--- src/rtl/hit_detector_pkg.sv ---
// rtl/hit_detector_pkg.sv - shared VGA timing, colour and state definitions for the hit/HP stages
package hit_detector_pkg;

    localparam int COORD_W = 12;
    localparam int RGB_W   = 12;

    localparam int H_VISIBLE = 800;
    localparam int H_TOTAL   = 1056;
    localparam int V_VISIBLE = 600;
    localparam int V_TOTAL   = 628;

    localparam logic [RGB_W-1:0] COLOR_BLACK    = 12'h000;
    localparam logic [RGB_W-1:0] COLOR_RED      = 12'hf00;
    localparam logic [RGB_W-1:0] COLOR_GREEN    = 12'h0f0;
    localparam logic [RGB_W-1:0] OBSTACLE_COLOR = COLOR_RED;

    typedef enum logic [1:0] {
        IDLE   = 2'd0,
        ARMED  = 2'd1,
        INVULN = 2'd2
    } state_t;

endpackage

--- src/rtl/box_overlap.sv ---
// rtl/box_overlap.sv - combinational test of a pixel against a square box
module box_overlap
    import hit_detector_pkg::*;
(
    input  logic [COORD_W-1:0] px,
    input  logic [COORD_W-1:0] py,
    input  logic [COORD_W-1:0] box_x,
    input  logic [COORD_W-1:0] box_y,
    input  logic [COORD_W-1:0] box_size,
    output logic               in_box
);

    // One extra bit on the far edges keeps a box near the top of the range from wrapping.
    logic [COORD_W:0] x_end;
    logic [COORD_W:0] y_end;

    assign x_end  = {1'b0, box_x} + {1'b0, box_size};
    assign y_end  = {1'b0, box_y} + {1'b0, box_size};
    assign in_box = (px >= box_x) && ({1'b0, px} < x_end) &&
                    (py >= box_y) && ({1'b0, py} < y_end);

endmodule

--- src/rtl/hit_detector.sv ---
// rtl/hit_detector.sv - per-frame player hit detection with invulnerability window
module hit_detector
    import hit_detector_pkg::*;
#(
    parameter int          PLAYER_SIZE    = 20,
    parameter logic [11:0] OBSTACLE_COLOR = hit_detector_pkg::OBSTACLE_COLOR,
    parameter int          INVULN_FRAMES  = 60,
    parameter int          MAX_HITS       = 5
) (
    input  logic        pclk,
    input  logic        rst,
    input  logic        game_on,
    input  logic [11:0] player_x,
    input  logic [11:0] player_y,
    input  logic [11:0] hcount_in,
    input  logic [11:0] vcount_in,
    input  logic        hsync_in,
    input  logic        vsync_in,
    input  logic        hblnk_in,
    input  logic        vblnk_in,
    input  logic [11:0] rgb_in,
    output logic [11:0] hcount_out,
    output logic [11:0] vcount_out,
    output logic        hsync_out,
    output logic        vsync_out,
    output logic        hblnk_out,
    output logic        vblnk_out,
    output logic [11:0] rgb_out,
    output logic        player_hit,
    output logic        invuln
);

    localparam logic [1:0] S_IDLE   = IDLE;
    localparam logic [1:0] S_ARMED  = ARMED;
    localparam logic [1:0] S_INVULN = INVULN;
    localparam int         HW       = $clog2(MAX_HITS + 1);

    logic [1:0]    state;
    logic          vblnk_prev;
    logic          hit_pending;
    logic [HW-1:0] hit_cnt;
    logic [7:0]    frame_cnt;
    logic          in_box;
    logic          visible;
    logic          overlap;
    logic          frame_end;

    box_overlap u_box (
        .px       (hcount_in),
        .py       (vcount_in),
        .box_x    (player_x),
        .box_y    (player_y),
        .box_size (COORD_W'(PLAYER_SIZE)),
        .in_box   (in_box)
    );

    assign visible   = !hblnk_in && !vblnk_in;
    assign overlap   = visible && (rgb_in == OBSTACLE_COLOR) && in_box;
    assign frame_end = vblnk_in && !vblnk_prev;

    // Delay the timing signals and colour by one cycle to match the registered hit outputs.
    always_ff @(posedge pclk) begin
        if (rst) begin
            hcount_out <= '0;
            vcount_out <= '0;
            hsync_out  <= 1'b0;
            vsync_out  <= 1'b0;
            hblnk_out  <= 1'b0;
            vblnk_out  <= 1'b0;
            rgb_out    <= '0;
        end else begin
            hcount_out <= hcount_in;
            vcount_out <= vcount_in;
            hsync_out  <= hsync_in;
            vsync_out  <= vsync_in;
            hblnk_out  <= hblnk_in;
            vblnk_out  <= vblnk_in;
            rgb_out    <= rgb_in;
        end
    end

    // Remember vblank so its rising edge marks the end of each frame.
    always_ff @(posedge pclk) begin
        if (rst) begin
            vblnk_prev <= 1'b0;
        end else begin
            vblnk_prev <= vblnk_in;
        end
    end

    // Collect overlaps within one frame; the frame end consumes or discards them.
    always_ff @(posedge pclk) begin
        if (rst || !game_on || state == S_IDLE) begin
            hit_pending <= 1'b0;
        end else if (frame_end) begin
            hit_pending <= 1'b0;
        end else if (overlap) begin
            hit_pending <= 1'b1;
        end
    end

    // Hit FSM: issue a pulse per frame with a hit, then ignore hits for INVULN_FRAMES frame ends.
    always_ff @(posedge pclk) begin
        if (rst) begin
            state      <= S_IDLE;
            player_hit <= 1'b0;
            invuln     <= 1'b0;
            hit_cnt    <= '0;
            frame_cnt  <= '0;
        end else begin
            player_hit <= 1'b0;
            if (!game_on) begin
                state     <= S_IDLE;
                invuln    <= 1'b0;
                hit_cnt   <= '0;
                frame_cnt <= '0;
            end else begin
                case (state)
                    S_IDLE: begin
                        state <= S_ARMED;
                    end
                    S_ARMED: begin
                        if (frame_end && hit_pending && (hit_cnt < HW'(MAX_HITS))) begin
                            player_hit <= 1'b1;
                            invuln     <= 1'b1;
                            hit_cnt    <= hit_cnt + HW'(1);
                            frame_cnt  <= 8'(INVULN_FRAMES);
                            state      <= S_INVULN;
                        end
                    end
                    S_INVULN: begin
                        if (frame_end) begin
                            frame_cnt <= frame_cnt - 8'd1;
                            if (frame_cnt == 8'd1) begin
                                invuln <= 1'b0;
                                state  <= S_ARMED;
                            end
                        end
                    end
                    default: begin
                        invuln <= 1'b0;
                        state  <= S_IDLE;
                    end
                endcase
            end
        end
    end

endmodule

--- config.mk ---
export PLATFORM = sky130hd
export DESIGN_NAME = hit_detector
export DESIGN_NICKNAME = d
export VERILOG_FILES = /design/src/rtl/hit_detector_pkg.sv /design/src/rtl/box_overlap.sv /design/src/rtl/hit_detector.sv
export SDC_FILE = /design/constraint.sdc
export NUM_CORES = 1
export LEC_CHECK = 0
export ABC_AREA = 1
export BUFFER_PORTS_ARGS = -buffer_cell sky130_fd_sc_hd__buf_4
export CAP_MARGIN = 20
export CORE_UTILIZATION = 56
export CTS_BUF_LIST = sky130_fd_sc_hd__clkbuf_4 sky130_fd_sc_hd__clkbuf_8
export CTS_CLUSTER_SIZE = 24
export DETAILED_ROUTE_END_ITERATION = 12
export PLACE_DENSITY = 0.83
export SETUP_SLACK_MARGIN = 0.1
export SYNTH_ARGS = -nofsm -noshare
export SYNTH_HDL_FRONTEND = slang
export SYNTH_HIERARCHICAL = 1
export SYNTH_SLANG_ARGS = --single-unit
--- constraint.sdc ---
create_clock -name pclk -period 3.3 [get_ports pclk]
set_clock_uncertainty 0.1 [all_clocks]
set_input_delay 0.33 -clock pclk [delete_from_list [all_inputs] [get_ports pclk]]
set_output_delay 0.33 -clock pclk [all_outputs]
set_load 0.01 [all_outputs]
* Yosys cells after proc, flatten, opt, wreduce, memory -nomap -nowiden
Index checks and enable logic that the tools add are counted.
** Storage, ports and cells
- Bits in read-only memories :: 0
- Flip-flop bits (word level) :: 56
- Latch bits :: 0
- Output and inout bits :: 42
- Memory bits (writable) :: 0
- Word-level logic and storage cells :: 68
- Input bits :: 67
- Memories kept :: 0
** Operators by class
- Div/mod/pow operators :: 0
- Eq/ne operators :: 7
- Shift operators :: 0
- Add/subtract/negate cells :: 4
- $mul :: 0
- Mux-type cells :: 12
- Bitwise operators :: 3
- $lt $le $gt $ge :: 5
- Reductions and logical operators :: 24
** Operator list (number)
- 12-bit by 5-bit adder with 13-bit output (second input constant) :: 2
- 12-bit by 13-bit < comparator with 1-bit output :: 2
- 12-bit >= comparator :: 2
- 8-bit two-way mux :: 2
- 8-bit case mux with 2 select lines :: 1
- 12-bit == test (second input constant) :: 1
- 1-bit logical AND :: 9
- 8-bit by 1-bit == test with 1-bit output (second input constant) :: 1
- 8-bit by 1-bit subtractor with 8-bit output (second input constant) :: 1
- 2-bit two-way mux :: 3
- 2-bit != test (second input constant) :: 3
- 2-bit case mux with 3 select lines :: 1
- 3-bit AND reduction :: 2
- 1-bit logical NOT :: 4
- 1-bit two-way mux :: 4
- 4-bit AND reduction :: 1
- 2-bit OR reduction :: 2
- 3-bit by 1-bit adder with 3-bit output (second input constant) :: 1
- 3-bit < comparator (second input constant) :: 1
- 1-bit NOT :: 3
- 1-bit case mux with 3 select lines :: 1
- 3-bit OR reduction :: 1
- 2-bit by 1-bit == test with 1-bit output (second input constant) :: 1
- 2-bit == test (second input constant) :: 1
- other kinds (4) :: 5

* Logic depth before layout (Yosys ltp)
- Depth in word-level cells :: 6
- Mapped depth :: 22
- Gate-level depth less buffers :: 22

* Hierarchy
The synthesis kept the hierarchy.
** By module, submodules not included
- box_overlap :: instances 1, area each 2252.2 µm², cells an instance 350, sequential area each 0.0 µm²
- hit_detector :: instances 1, area each 1993.2 µm², cells an instance 251, sequential area each 1121.1 µm²

* Worst setup path before layout
No wires, ideal clock.
- Kind :: input to register
- Start :: input player_x[3]
- End :: register hit_pending
- Cell stages on the path :: 17
- Library setup time :: 0.070 ns
- Path buffers :: 0
- Arrival :: 2.557 ns
- Data required time :: 3.130 ns
- Slack :: 0.574 ns
- Cells stage by stage :: ha_1 > a21oi_1 > o21ai_2 > a31oi_1 > o21bai_1 > xor2_1 > ha_1 > a21o_1 > a21oi_1 > nor2_2 > nor2_2 > nand3_1 > nor2_1 > nand3_1 > nor2_1 > nand3_1 > a21oi_1
** On the way
- Longest elaborated chain between the ends :: 6
- Elaborated cells between the ends (all ways) :: 7
- Classes of those cells :: add/sub: 1; order compare: 2; reduce/logical: 4
** RTL lines
- start: declaration :: line hit_detector.sv:13 : input logic [11:0] player_x,
- 12-bit by 5-bit adder with 13-bit output :: line box_overlap.sv:17 : assign x_end = {1'b0, box_x} + {1'b0, box_size};
- 12-bit by 13-bit < comparator with 1-bit output :: line box_overlap.sv:19 : assign in_box = (px >= box_x) && ({1'b0, px} < x_end) &&
- 1-bit logical AND * (2 in series) :: line box_overlap.sv:19
- 1-bit logical AND * :: line box_overlap.sv:20 : (py >= box_y) && ({1'b0, py} < y_end);
- via in_box :: line hit_detector.sv:43 : logic in_box;
- 1-bit logical AND * :: line hit_detector.sv:58 : assign overlap = visible && (rgb_in == OBSTACLE_COLOR) && in_box;
- end signal: assignment :: line hit_detector.sv:94 : hit_pending <= 1'b0;
- end signal: assignment :: line hit_detector.sv:96 : hit_pending <= 1'b0;
- end signal: assignment :: line hit_detector.sv:98 : hit_pending <= 1'b1;
- end: declaration :: line hit_detector.sv:40 : logic hit_pending;
The timed path passes the listed nets; every way through them passes the cells marked *.
A chain may end at the register's enable or synchronous reset.

* Worst setup path after layout
- Start :: input player_x[5]
- End :: register hit_pending
Same word-level chain as after synthesis.

==> reports/metrics.csv <==
stage,metric,value,unit
logic_synthesis,Post-Synth Simple-Gate Area,24.20,%
placement,hpwl dp,8.232,mm
setup_path,Worst path slowest cell,ha_1,
setup_path,flop2flop setup slack,1.87,ns
cts,# resized after CTS,0,
final_layout,Syn-to-layout area delta,25.82,%
setup_path,CP arrival,2.99,ns
pwr,Pleak,0.002962,uW
logic_synthesis,post-synthesis compound-gate area fraction,10.70,%
setup_path,Setup crit end kind,flip-flop,
floorplanning,Die ar.,0.007933,sq mm
cts,CTS HTree Levels,2,
logic_synthesis,sequential share of the synthesized area,26.41,%
route,First-pass DRT Iterations,4,
route,Post-Route WL,9.707,mm
setup_path,worst endpoint required time,3.45,ns
final_layout,Final Cell Area,0.005341,sq mm
placement,Port Buf Inserts,108,
cts,clock slew at reported path FFs,0.11,ns
setup_path,max incr delay on CP,0.34,ns
global_routing,first-pass GRT wire length,15.72,mm
setup_path,Buf/Inv on CP,1,
sta,Finish-stage setup viols,0,
global_routing,number of global-route vias before repair,3817,
final_layout,nets@finish,876,
route,initial drt markers,139,
placement,Placed Area,0.005248,sq mm
final_layout,Multi-input gate area,0.002704,sq mm
final_layout,fin cells,834,
cts,cts hold-fix bufs,0,
pwr,Cell Pwr Density,318.4,mW/mm^2
setup_path,"Max FO, Critical Path",4,
logic_synthesis,mux contribution to synthesized area,0,%
setup_path,cell family with most CP delay,simple AND/OR/NAND/NOR gates,
setup_path,worst path cell trace,"buf_4, ha_1, nand2_1, nand2_1, nand2_1, nand2_1, a31oi_1, o21bai_1, xor2_1, ha_1, a21o_1, a21oi_1, nor2_2, nor2_2, nand3_1, nor2_1, nand3_1, nor2_1, nand3_1, a21oi_1",
floorplanning,row cnt,31,
global_routing,total grt overflow,0,
worst_hold_path,Worst Hold Path Cells,3,
placement,DP Cell Count,826,
route,DR vias,4103,
outcome,status,"complete, no violations",
cts,setup bufs post-CTS,0,
logic_synthesis,Syn Area/Cell,7.064,sq um
route,Via density,4.920,
worst_hold_path,hold worst-path end,vsync_out$_SDFF_PP0_,
cts,# clock sinks,56,
logic_synthesis,top cell type's share of synthesized area,26.41,%
floorplanning,Vert. Die Dim,89.07,um
logic_synthesis,post-synthesis cell type with the largest combined area,dfxtp_1,
global_routing,largest net degree at the start of global routing,42,
cts,total CTS buffers,5,
route,DR WL/cell,11.64,um
logic_synthesis,count of cell types in the netlist,39,
final_layout,Diodes inserted,0,
setup_path,Crit Path Category,input pin to flip-flop,
floorplanning,Starting Density,58.22,%
floorplanning,I/O pins,109,
sta,TNS Setup,0,ns
cts,CTS root buffer,clkbuf_8,
worst_hold_path,worst hold start,vsync_in,
sta,post-layout min period,2.843,ns
cts,CTS tree,done,
route,final antenna-violating net count,0,
setup_path,startpoint types,input pin,
logic_synthesis,Synth Instances,601,
logic_synthesis,Ys Warns,6,
sta,fmax,351.8,MHz
global_routing,GR Util All Layers,25.25,%
floorplanning,core area,0.007292,sq mm
cts,CTS Buffer Depth,2,
logic_synthesis,Synth area leaders,"dfxtp_1 26%, ha_1 22%, inv_1 11%, nand2_1 9.6%, nor2_1 6.0%",
setup_path,Reg-to-Reg End,frame_cnt[2]$_SDFFE_PP0P_,
logic_synthesis,Post-Synth XOR/XNOR Area,4.126,%
pwr,Max VDD drop,0.2048,mV
cts,worst skew pair latency,0.31,ns
final_layout,share of post-route cells with drive strength above 1,19.46,%
setup_path,FF-to-FF path depth,6,
logic_synthesis,Synth Register Bits,56,
setup_path,most frequent CP cell,nand2_1,
flow_run,max-cap viol count,0,
final_layout,sequential cell area,0.001121,sq mm
placement,routability congestion estimate,0.8924,
global_routing,initial antenna violation count,0,
worst_hold_path,Hold WC Path Type,input pin to flip-flop,
setup_path,FF-to-FF Start,frame_cnt[0]$_SDFFE_PP0P_,
route,DRC viols,0,
sta,Final Max Tran Viols,0,
final_layout,fill count,616,
sta,post-route clock period utilization,86.15,%
floorplanning,die width,89.07,um
logic_synthesis,area share of fa/ha/maj cells after synthesis,22.46,%
sta,RSZ-0062 raised after global routing,false,
sta,endpoints failing hold,0,
logic_synthesis,largest family of logic cells by synthesized area,simple AND/OR/NAND/NOR gates,
logic_synthesis,Mapped Area,0.004245,sq mm
cells in the mapped netlist (all sizes together):
library cell	count
ha	73
fa	2
clkbuf	5
o2111ai	1
a21o	3
o211ai	2
nand3b	1
nor3	3
nor4	4
inv	130
dfxtp	56
xor2	16
o21ai	16
a21oi	42
o21bai	6
nor2	77
conb	2
nand4	8
xnor2	4
a31oi	4
a21boi	1
o21a	2
and3	1
nand3	23
a22o	1
or2	2
nand2	114
and2	2
report_power, final:
group | internal [uW] | total, uW | switching (uW)
registers | 702 | 711 | 8.76
logic | 271 | 602 | 331
clock network | 155 | 388 | 233
routing by layer:
metal,up-vias,global-route usage [%],share of wire (%)
met5,-,0,0
met4,0,8.081,1.8
met3,12,2.862,4.8
met2,112,49.51,51
met1,1845,28.27,43
li1,2134,-,-
worst min-delay path: cells and delay by family:
kind	cells	cell delay [ns]
buf+inv	2	0.10
simple gates	1	0.06
per-stage QoR:
| step | hold WS (ns) | total power, uW | utilization [%] | setup slack (ns) |
|---|---|---|---|---|
| floorplan | 0.3370 | 1113 | - | 0.5736 |
| global placement | 0.3676 | 1291 | 71.96 | 0.2558 |
| detailed placement | 0.3770 | 1316 | 71.96 | 0.1699 |
| CTS | 0.1130 | 1704 | 73.25 | 0.4859 |
| global route | 0.1293 | 1826 | 73.25 | 0.2682 |
| finish | 0.1192 | 1701 | 73.25 | 0.4572 |
layout make-up:
cell class	instances	area share [%]
inverter	130	9.136
timing repair buffer	108	15.18
clock inverter	3	0.4685
multi-input combinational	433	50.62
clock buffer	5	1.288
sequential	56	20.99
tap	99	2.319
kinds of logic after synthesis:
logic type               after synthesis
AND/OR/NAND/NOR                      235
AO/OA/AOI/OAI                         78
flip-flops                            56
adder cells (fa/ha/maj)               75
buffers and inverters                135
other                                  2
XOR/XNOR                              20
worst max-delay path by stage:
stage / cells past startpoint / end / startpoint
after floorplan: 17 / hit_pending$_SDFFE_PP0P_ / player_x[3]
after global placement: 18 / hit_pending$_SDFFE_PP0P_ / player_x[3]
after detailed placement: 18 / hit_pending$_SDFFE_PP0P_ / player_x[3]
after CTS: 18 / hit_pending$_SDFFE_PP0P_ / player_x[3]
after global routing: 18 / hit_pending$_SDFFE_PP0P_ / player_x[3]
final: 20 / hit_pending$_SDFFE_PP0P_ / player_x[5]
state kept, by name, indices dropped and copies added (netlist names):
| signal | cells |
|---|---|
| hblnk_out | 1 |
| vcount_out | 12 |
| state | 2 |
| hsync_out | 1 |
| hit_pending | 1 |
| player_hit | 1 |
| hcount_out | 12 |
| frame_cnt | 8 |
| vsync_out | 1 |
| rgb_out | 12 |
| vblnk_prev | 1 |
| hit_cnt | 3 |
| invuln | 1 |
cell usage in the layout, fill, tap and decap left out, types with 2 or more instances in the layout:
cell | synthesis | routed
nand4_1 | 8 | 8
nor4_1 | 3 | 3
xor2_1 | 16 | 16
inv_6 | 0 | 2
o21ai_0 | 11 | 11
o21a_1 | 2 | 2
nor2_1 | 68 | 68
xnor2_1 | 4 | 4
o21ai_1 | 2 | 2
nand3_1 | 21 | 21
and2_1 | 2 | 2
nor2_4 | 2 | 2
nor3_1 | 3 | 3
nor2_2 | 7 | 7
nand2_2 | 4 | 4
a21oi_1 | 42 | 42
nand3_2 | 2 | 2
nand2_1 | 109 | 109
a21o_1 | 3 | 3
dfxtp_1 | 56 | 56
fa_1 | 2 | 2
conb_1 | 2 | 25
ha_1 | 73 | 73
inv_1 | 125 | 125
buf_4 | 0 | 108
clkbuf_8 | 0 | 5
inv_2 | 5 | 5
a31oi_1 | 4 | 4
o21bai_1 | 6 | 6
o21ai_2 | 3 | 3
No activity file was read; power rests on OpenSTA's default activity.
